--- src/rtl/arrival_max_accum.sv ---
// arrival_max_accum: worst-case arrival time over each group of timing arcs driving one output pin,
// with the critical arc's position, arc count and sticky saturation / pin-mismatch flags.
module arrival_max_accum #(
    parameter int W     = 16,
    parameter int FRAC  = 8,
    parameter int ID_W  = 8,
    parameter int CNT_W = 4
) (
    input  logic             CP,
    input  logic             CDN,
    input  logic             arc_valid,
    output logic             arc_ready,
    input  logic [W-1:0]     arc_arrival,
    input  logic [W-1:0]     arc_delay,
    input  logic [ID_W-1:0]  arc_pin_id,
    input  logic             arc_last,
    output logic             at_valid,
    input  logic             at_ready,
    output logic [W-1:0]     at_arrival,
    output logic [ID_W-1:0]  at_pin_id,
    output logic [CNT_W-1:0] at_crit_idx,
    output logic [CNT_W-1:0] at_count,
    output logic             at_ovf,
    output logic             at_pin_err
);
    typedef enum logic [1:0] {IDLE, ACCUM, EMIT} state_t;
    localparam logic [CNT_W-1:0] CNT_MAX = '1;
    state_t           state;
    logic [CNT_W-1:0] idx, nidx, ncnt;
    logic [W:0]       raw;
    logic [W-1:0]     sum;
    always_comb begin
        raw  = {1'b0, arc_arrival} + {1'b0, arc_delay};
        sum  = raw[W] ? '1 : raw[W-1:0];
        nidx = (idx == CNT_MAX) ? idx : idx + CNT_W'(1);
        ncnt = (at_count == CNT_MAX) ? at_count : at_count + CNT_W'(1);
    end
    assign arc_ready = (state != EMIT);
    // The accumulators double as the registered result outputs; at_valid qualifies them.
    always_ff @(posedge CP or negedge CDN) begin
        if (!CDN) begin
            state       <= IDLE;
            idx         <= '0;
            at_valid    <= 1'b0;
            at_arrival  <= '0;
            at_pin_id   <= '0;
            at_crit_idx <= '0;
            at_count    <= '0;
            at_ovf      <= 1'b0;
            at_pin_err  <= 1'b0;
        end else begin
            case (state)
                IDLE: if (arc_valid) begin
                    idx         <= '0;
                    at_arrival  <= sum;
                    at_pin_id   <= arc_pin_id;
                    at_crit_idx <= '0;
                    at_count    <= CNT_W'(1);
                    at_ovf      <= raw[W];
                    at_pin_err  <= 1'b0;
                    at_valid    <= arc_last;
                    state       <= arc_last ? EMIT : ACCUM;
                end
                ACCUM: if (arc_valid) begin
                    idx <= nidx;
                    // Strictly greater: on a tie the earlier arc stays critical.
                    if (sum > at_arrival) begin
                        at_arrival  <= sum;
                        at_crit_idx <= nidx;
                    end
                    at_count   <= ncnt;
                    at_ovf     <= at_ovf | raw[W];
                    at_pin_err <= at_pin_err | (arc_pin_id != at_pin_id);
                    at_valid   <= arc_last;
                    state      <= arc_last ? EMIT : ACCUM;
                end
                EMIT: if (at_ready) begin
                    at_valid <= 1'b0;
                    state    <= IDLE;
                end
                default: state <= IDLE;
            endcase
        end
    end
    a_frac_fits: assert property (@(posedge CP) FRAC <= W);
endmodule
--- config.mk ---
export PLATFORM = sky130hd
export DESIGN_NAME = arrival_max_accum
export DESIGN_NICKNAME = d
export VERILOG_FILES = /design/src/rtl/arrival_max_accum.sv
export SDC_FILE = /design/constraint.sdc
export NUM_CORES = 1
export LEC_CHECK = 0
export ABC_AREA = 1
export CAP_MARGIN = 20
export CORE_MARGIN = 2
export CORE_UTILIZATION = 38
export DETAILED_ROUTE_END_ITERATION = 6
export DONT_BUFFER_PORTS = 1
export PLACE_DENSITY_LB_ADDON = 0.05
export SLEW_MARGIN = 40
export SYNTH_ARGS = -nofsm -noshare
export SYNTH_HDL_FRONTEND = slang
export SYNTH_SLANG_ARGS = --single-unit
--- constraint.sdc ---
create_clock -name CP -period 2.3 [get_ports CP]
set_input_delay 0.345 -clock CP [delete_from_list [all_inputs] [get_ports CP]]
set_output_delay 0.345 -clock CP [all_outputs]
set_load 0.005 [all_outputs]
# After elaboration in Yosys (flattened, before gate mapping)
# Index checks and enable logic that the tools add are counted.
# totals
register_bits	41
output_inout_bits	36
in_bits	45
# classes
n_bitwise	2
n_lt_le_gt_ge	1
n_reduce_logical	10
n_addsub	3
n_eq_ne	12
mux	29
# ops
cell	count
$mux 16	4
$mux 4	8
$pmux 16 s2	1
$pmux 4 s2	3
$add 16x16->17	1
$gt 16x16->1	1
$ne 2x2->1 const B	6
$add 4x1->4 const B	2
$eq 4x4->1 const B	2
$ne 8x8->1	1
$reduce_and 4->1	2
$mux 1	6
$mux 2	3
$pmux 1 s2	3
$reduce_and 3->1	2
$pmux 2 s2	1
$reduce_and 2->1	2
$reduce_bool 2->1	2
$eq 2x1->1 const B	1
$eq 2x2->1 const B	1
$logic_not 2->1	1
$ne 2x1->1 const B	1
$or 1x1->1	2
$reduce_or 2->1	1

# Depth between registers and ports, before layout
# Gate-level depths: netlist of the first run.
# depth
word_depth	6
ltp_mapped	27

# Worst setup path before layout of the first run
# No wires, ideal clock.
# synth_timing
kind	input -> register
startpoint	input port arc_arrival[0]
endpoint	register at_arrival[13]
t_arrival_ns	2.874
t_required_ns	2.183
setup_ns	0.117
path_buffers	2
path_stages	20
setup_slack_ns	-0.691
path_cell_list	ha_1 > fa_1 > nand2_1 > a21oi_2 > nand2_1 > nand2_2 > a21oi_4 > buf_12 > nand3_4 > ha_1 > nand4_1 > nor3_1 > nand2_1 > nand2_1 > nand2_1 > nand2_1 > nand2_1 > buf_2 > nand2_1 > nand2_1
# synth_via
elab_chain_len	5
word_cells_on_any_way	9
classes_between	add/sub (1); order compare (1); eq/ne (1); mux (5); reduce/logical (1)
# synth_rtl
element	line	source
from (decl)	13	input logic [W-1:0] arc_arrival,
$add 16x16->17	33	raw = {1'b0, arc_arrival} + {1'b0, arc_delay};
$mux 16	34	sum = raw[W] ? '1 : raw[W-1:0];
named net sum[11]	31	logic [W-1:0] sum;
$gt 16x16->1	67	if (sum > at_arrival) begin
$ne 2x2->1 (no source line)	n/a	
$reduce_and 4->1 (no source line)	n/a	
to (signal assigned)	55	at_arrival <= sum;
to (signal assigned)	68	at_arrival <= sum;
to (decl)	19	output logic [W-1:0] at_arrival,
# The timed path passes the listed nets, and every way through them passes these cells. The select of a mux whose other input is x is not followed.
# A chain may end at the register's enable or synchronous reset.

# Worst setup path in the final report of the first run
# layout_timing
startpoint	input port arc_arrival[0]
endpoint	register at_crit_idx[1]
# layout_via
elab_chain_len	5
# layout_rtl
element	line	source
$add 16x16->17	33	
$mux 16	34	
named net sum[2]	31	
$gt 16x16->1	67	
$ne 2x2->1 (no source line)	n/a	
$reduce_and 4->1 (no source line)	n/a	
to (signal assigned)	69	at_crit_idx <= nidx;
to (decl)	21	output logic [CNT_W-1:0] at_crit_idx,
# The timed path passes the listed nets, and every way through them passes these cells.

==> flow_metrics.py, run 1 <==
metrics = {
    "outcome": {
        "status": "finished with violations",
        "violations": "setup timing",
    },
    "global_route": {
        "grt_first_pass_wirelength_um": 14200,
        "grt_max_degree": 42,
        "antenna_found_initial": 0,
        "overflow": 0,
        "grt_pass1_vias": 3117,
        "grt_usage_pct": 17.5,
    },
    "layout": {
        "final_util_pct": 50.4,
        "drive_above_1_share_pct": 23.3,
        "layoutNonFillerInstCount": 683,
        "multiInputGateArea_sq_mm": 0.00217,
        "register_area_sq_mm": 0.00103,
        "num-fill-cells": 875,
        "diodes": 0,
        "areaGrowthSynthToFinish_pct": 28.6,
        "finalNetCount": 654,
    },
    "synthesis": {
        "synthFlopType": "dfrtp_1",
        "synth_cell_types": 35,
        "synth_area_per_cell_sq_um": 6.85,
        "async_reset_ff_share_pct": 100,
        "synth_cells": 499,
        "ys_seq_elements": 41,
        "syn_nets": 579,
        "synth_edf_count": 0,
        "yosysWarnings": 0,
        "yosysSeqAreaShare_pct": 30.0,
        "syn_area_sq_mm": 0.00342,
    },
    "placement": {
        "port_buffers": 0,
        "place_inst": 667,
        "dp_hpwl_um": 6790,
        "gp_congestion": 0.829,
    },
    "sta": {
        "rsz0062_at_grt": "yes",
        "fin_ws_ns": -0.410,
        "max_slew.worst_pin.slew_ns": 0.377,
        "finalCriticalPeriod_ns": 2.71,
        "whs_ns": 0.148,
        "skew_ns": 0.00923,
        "max_freq_mhz": 369,
        "finalMaxSlewViolations": 0,
        "relSlewSlack_pct": 74.6,
        "setup_viol": 20,
        "hold_viol_final": 0,
        "finalCritPeriodShare_pct": 118,
    },
    "cts": {
        "cts_sinks": 41,
        "cts.clk_slew.worst_paths_ns": 0.08,
        "clock_latency_ns": 0.30,
        "clock_path_buffers": 2,
        "htreeDepth": 2,
        "cts_tree": "done",
        "cts_buffers": 5,
        "cts_root_buffer": "clkbuf_8",
    },
    "die": {
        "core_sq_mm": 0.00872,
        "die_y_um": 98.8,
        "ioPinCount": 81,
        "dieArea_sq_mm": 0.00977,
        "rows": 34,
        "die_x_um": 98.8,
        "start_util_pct": 39.2,
    },
    "worst_hold_path": {
        "min_to": "at_valid",
        "hold_start": "at_ready",
        "hold_path_class": "in -> reg",
        "min_path_cells": 1,
    },
    "detailed_routing": {
        "drc": 0,
        "routed_wl_um": 8480,
        "dr.pass1.iters": 4,
        "ant_nets": 0,
        "wire_per_inst_um": 12.4,
        "drt_iter0_drc": 166,
        "vias": 3178,
        "avgViaCountPerCell": 4.65,
    },
    "setup_path": {
        "r2r_cells": 12,
        "r2r-end": "at_arrival[14]",
        "reg2reg_from": "at_arrival[15]",
        "critPathCaptureType": "flip-flop",
        "regToRegSetupSlack_ns": 0.43,
        "startpoint_type": "input port",
        "worstSetupPathType": "in -> reg",
        "crit_arrival_ns": 2.90,
        "required_ns": 2.49,
        "crit_fanout": 5,
    },
    "job": {
        "maxCapViolCount": 0,
    },
    "pwr": {
        "power_mw": 3.07,
        "pwr_density_cell_mw_per_mm2": 699,
        "power.leakage_nw": 2.49,
        "ir_drop_mv": 0.402,
    },
}
[routing by layer]
metal | track usage [%] | up-vias | wire length, um
li1 | - | 1708 | -
met1 | 23.5 | 1404 | 4070
met2 | 29.1 | 57 | 3900
met3 | 4.40 | 9 | 425
met4 | 3.27 | 0 | 85
met5 | 0 | - | 0
[metrics by stage]
step	setup TNS (ns)	area (sq um)	setup slack, ns
global placement	-15.01	4070	-0.761
detailed placement	-16.29	4070	-0.838
finish	-7.88	4390	-0.410
CTS	-6.86	4250	-0.352
floorplan	-10.74	3470	-0.538
global route	-11.72	4390	-0.599
[cells in the mapped netlist (3+ instances only)]
cell / instances / area share [%]
o21ai_0: 11 / 1.6
nand2_4: 8 / 2.6
dfrtp_1: 41 / 30
buf_2: 6 / 0.88
nor3_1: 4 / 0.59
nand2_1: 179 / 20
inv_1: 79 / 8.7
nand3_1: 45 / 6.6
nand2_2: 3 / 0.55
nor2_1: 26 / 2.9
nand4_1: 4 / 0.73
inv_2: 4 / 0.44
ha_1: 34 / 12
a21oi_1: 16 / 2.3
xor2_1: 13 / 3.3
[cells by family after synthesis]
logic type               count (synthesis)  synth area share [%]
AO/OA/AOI/OAI                           39                  6.70
AND/OR/NAND/NOR                        278                  35.9
adder cells (fa/ha/maj)                 35                  13.0
flip-flops                              41                  30.0
XOR/XNOR                                13                  3.33
buffers and inverters                   93                  11.0
[placed cells by master, fill, tap and decap left out, types with 2 or more instances in the layout]
cell | synthesis | routed
a21oi_1 | 16 | 15
clkinv_2 | 0 | 2
nand3_4 | 1 | 2
buf_4 | 1 | 65
o21ai_1 | 2 | 2
a21o_1 | 2 | 2
nand2_2 | 3 | 15
nor2_2 | 2 | 4
nor3_1 | 4 | 3
a21oi_2 | 2 | 3
ha_4 | 0 | 5
buf_12 | 1 | 4
dfrtp_1 | 41 | 41
nand3_2 | 1 | 4
nand3_1 | 45 | 41
inv_2 | 4 | 4
inv_1 | 79 | 79
xor2_1 | 13 | 13
a211oi_1 | 2 | 2
nor2_1 | 26 | 24
clkbuf_8 | 0 | 5
buf_6 | 0 | 4
nand2_1 | 179 | 165
o21ai_0 | 11 | 11
nand2_4 | 8 | 10
ha_1 | 34 | 29
nand3b_1 | 2 | 2
nand4_1 | 4 | 4
[worst max-delay path: stages]
cell and delay, ns:
ha_4 0.14, fa_2 0.36, nand2_2 0.08, a21oi_2 0.06
nand2_1 0.08, nand2_2 0.07, a21oi_4 0.19, clkbuf_16 0.18
buf_4 0.10, o21ai_1 0.08, ha_1 0.30, nand2_2 0.05
buf_4 0.12, nor2_1 0.13, nand3_1 0.11, nand2_2 0.11
nand2_4 0.08, buf_2 0.18, nand3_1 0.08, nand2_1 0.05
[how the worst max path moves through the flow]
stage	from	end	slack (ns)	cells past startpoint
finish	arc_arrival[0]	at_crit_idx[1]	-0.41	20
global placement	arc_arrival[0]	at_crit_idx[1]	-0.76	22
floorplan	arc_arrival[0]	at_arrival[13]	-0.54	20
global route	arc_arrival[0]	at_arrival[5]	-0.60	21
detailed placement	arc_arrival[0]	at_arrival[11]	-0.84	22
CTS	arc_arrival[0]	at_arrival[4]	-0.35	21
[final cells by class]
cell class	instances	area share, %
Clock inverter	2	0.228
Sequential cell	41	23.3
Tap cell	108	3.08
Multi-Input combinational cell	365	49.3
Inverter	84	7.18
Clock buffer	6	1.65
Timing Repair Buffer	77	15.2
[sequential cells by signal, summed over array words and instances, names as in the netlist]
signal	flops
at_count	4
at_pin_err	1
at_crit_idx	4
at_pin_id	8
at_arrival	16
state	2
idx	4
at_ovf	1
at_valid	1
[report_power, final]
group          switching [mW]  internal [mW]
registers               0.215          0.893
clock network           0.261          0.211
logic                   0.788          0.704
total                    1.26           1.81
[repair_timing]
action,CTS,global route
setup endpoints to repair,20,20
gates cloned,0,2
hold buffers,2,0
setup buffers,2,2
hold endpoints to repair,41,0
pin swaps,3,0
resized for setup,9,23
Power figures use the tool's default switching activity.
==> run 2, diff against run 1 <==
- SLEW_MARGIN: 40 -> not set
==> results of run 2 <==
No change in the layout: final DEF, timing and power equal those of run 1.
==> run 3, diff against run 2 <==
- clock period: 2.3 -> 3.49 ns (I/O delays scaled with it)
==> flow_metrics.py, run 3 (synthesized netlist as in run 1, its figures left out) <==
metrics = {
    "setup_path": {
        "crit_fanout": 11,
        "worstSetupPathType": "in -> reg",
        "crit_arrival_ns": 3.34,
        "critPathCaptureType": "flip-flop",
        "startpoint_type": "input port",
        "required_ns": 3.68,
    },
    "detailed_routing": {
        "dr_wl_met3_um": 477,
        "routed_wl_um": 8080,
        "vias": 2976,
        "dr.pass1.iters": 4,
        "wl_met2_um": 3630,
        "drt_iter0_drc": 104,
        "avgViaCountPerCell": 4.78,
        "wire_per_inst_um": 13.0,
        "ant_nets": 0,
        "top_layer_used": "met4",
        "drc": 0,
        "m1WireLength_um": 3950,
    },
    "layout": {
        "drive_above_1_share_pct": 9.34,
        "multiInputGateArea_sq_mm": 0.00202,
        "num-fill-cells": 937,
        "largest_register": "at_arrival",
        "largest_reg_flops": 16,
        "areaGrowthSynthToFinish_pct": 9.37,
        "finalNetCount": 594,
        "diodes": 0,
        "final_cell_area_sq_mm": 0.00374,
        "reg.largest.list": "at_arrival x16, at_pin_id x8",
        "register_area_sq_mm": 0.00103,
        "final_util_pct": 42.9,
        "final_cell_mix": "179 x nand2_1, 79 x inv_1, 45 x nand3_1, 41 x dfrtp_1, 34 x ha_1",
        "mostFrequentLayoutCell": "nand2_1",
    },
    "global_route": {
        "antenna_found_initial": 0,
        "overflow": 0,
        "grt_pass1_vias": 2889,
        "grt_first_pass_wirelength_um": 13600,
        "grt_max_degree": 42,
        "grt_usage_pct": 17.1,
    },
    "pwr": {
        "switchingPower_mw": 0.744,
        "swShare_pct": 40.5,
        "clockPowerShare_pct": 20.1,
        "pwr_density_cell_mw_per_mm2": 492,
        "internal_power_mw": 1.09,
        "seqPwrFrac_pct": 39.3,
        "p_comb_share_pct": 40.6,
        "ir_drop_mv": 0.222,
        "power.leakage_nw": 2.16,
    },
    "die": {
        "dieArea_sq_mm": 0.00977,
        "core_sq_mm": 0.00872,
        "ioPinCount": 81,
        "start_util_pct": 39.2,
        "die_x_um": 98.8,
        "die_y_um": 98.8,
        "rows": 34,
    },
    "cts": {
        "clock_latency_ns": 0.29,
        "cts_root_buffer": "clkbuf_8",
        "cts_buffers": 5,
        "cts.clk_slew.worst_paths_ns": 0.08,
        "clock_path_buffers": 2,
        "cts_sinks": 41,
        "htreeDepth": 2,
        "cts_tree": "done",
    },
    "placement": {
        "postPlaceCellArea_sq_mm": 0.00358,
        "dp_hpwl_um": 6430,
        "gp_congestion": 0.831,
        "port_buffers": 0,
    },
    "sta": {
        "relSlewSlack_pct": 74.2,
        "hold_viol_final": 0,
        "finalCritPeriodShare_pct": 90.4,
        "finalMaxSlewViolations": 0,
        "setup_viol": 0,
        "rsz0062_at_grt": "no",
        "max_slew.worst_pin.slew_ns": 0.383,
        "finalCriticalPeriod_ns": 3.15,
        "max_freq_mhz": 317,
        "skew_ns": 0.00789,
    },
    "outcome": {
        "status": "complete, no violations",
    },
    "worst_hold_path": {
        "hold_path_class": "in -> async",
    },
    "job": {
        "maxCapViolCount": 0,
    },
}
## run 3: what timing repair did
action,4_1_cts,5_1_grt
buffers inserted,0,4
hold buffers,1,0
gates resized for setup,0,0
setup endpoints to repair,0,12
hold endpoints to repair,41,0
## run 3: area by class of cell
cell class              instances  area share (%)
clock buffers                   5            1.84
clock inverters                 2           0.937
inverters                      84            8.43
multi-input cells             365            54.0
flip-flops and latches         41            27.4
well taps                     108            3.61
repair buffers                 17            3.75
## run 3: layer usage
metal | GRT usage (%) | up-vias
met2 | 27.5 | 60
met3 | 4.26 | 2
met5 | 0 | -
li1 | - | 1581
met1 | 23.6 | 1333
met4 | 2.74 | 0
## run 3: critical path, stage by stage
cell and delay (ns):
ha_1 0.21, fa_1 0.39, nand2_1 0.11, a21oi_2 0.09, nand2_1 0.08, nand2_2 0.08
a21oi_4 0.23, buf_4 0.17, nand3_1 0.11, ha_1 0.32, nand2_1 0.07, nor3_1 0.28
nand2_1 0.09, nand2_1 0.06, nand2_1 0.05, nand2_1 0.09, nand2_1 0.07, buf_4 0.19
nand2_1 0.07, nand2_1 0.05
## run 3: worst paths after layout
| path | startpoint | endpoint | slack (ns) | depth (start not counted) |
|---|---|---|---|---|
| max in group asynchronous | CDN | at_arrival[9] | 3.21 | 1 |
| min reg2reg | at_crit_idx[1] | at_crit_idx[1] | 0.50 | 2 |
| min in group CP | at_ready | at_valid | 0.33 | 1 |
| max | arc_arrival[0] | at_crit_idx[2] | 0.34 | 20 |
| max reg2reg | at_arrival[15] | at_crit_idx[2] | 1.56 | 12 |
| min | CDN | at_arrival[0] | 0.06 | 1 |
## run 3: per-stage QoR
stage               hold slack [ns]  TNS [ns]  total power [mW]  worst slack [ns]  instances
CTS                          0.0648         0              1.87             0.284        618
finish                       0.0647         0              1.84             0.337        622
floorplan                     0.228         0              1.27             0.321        499
global route                 0.0592         0              2.04            0.0673        622
global placement              0.229         0              1.46            0.0487        610
detailed placement            0.229    -0.262              1.47           -0.0305        610
## run 3: power groups by stage
stage / Clock, mW / Sequential (mW) / Combinational, mW
final: 0.369 / 0.722 / 0.747
after CTS: 0.388 / 0.728 / 0.751
after detailed placement: 0 / 0.737 / 0.734
after global routing: 0.411 / 0.743 / 0.886
after floorplan: 0 / 0.689 / 0.585
after global placement: 0 / 0.735 / 0.723
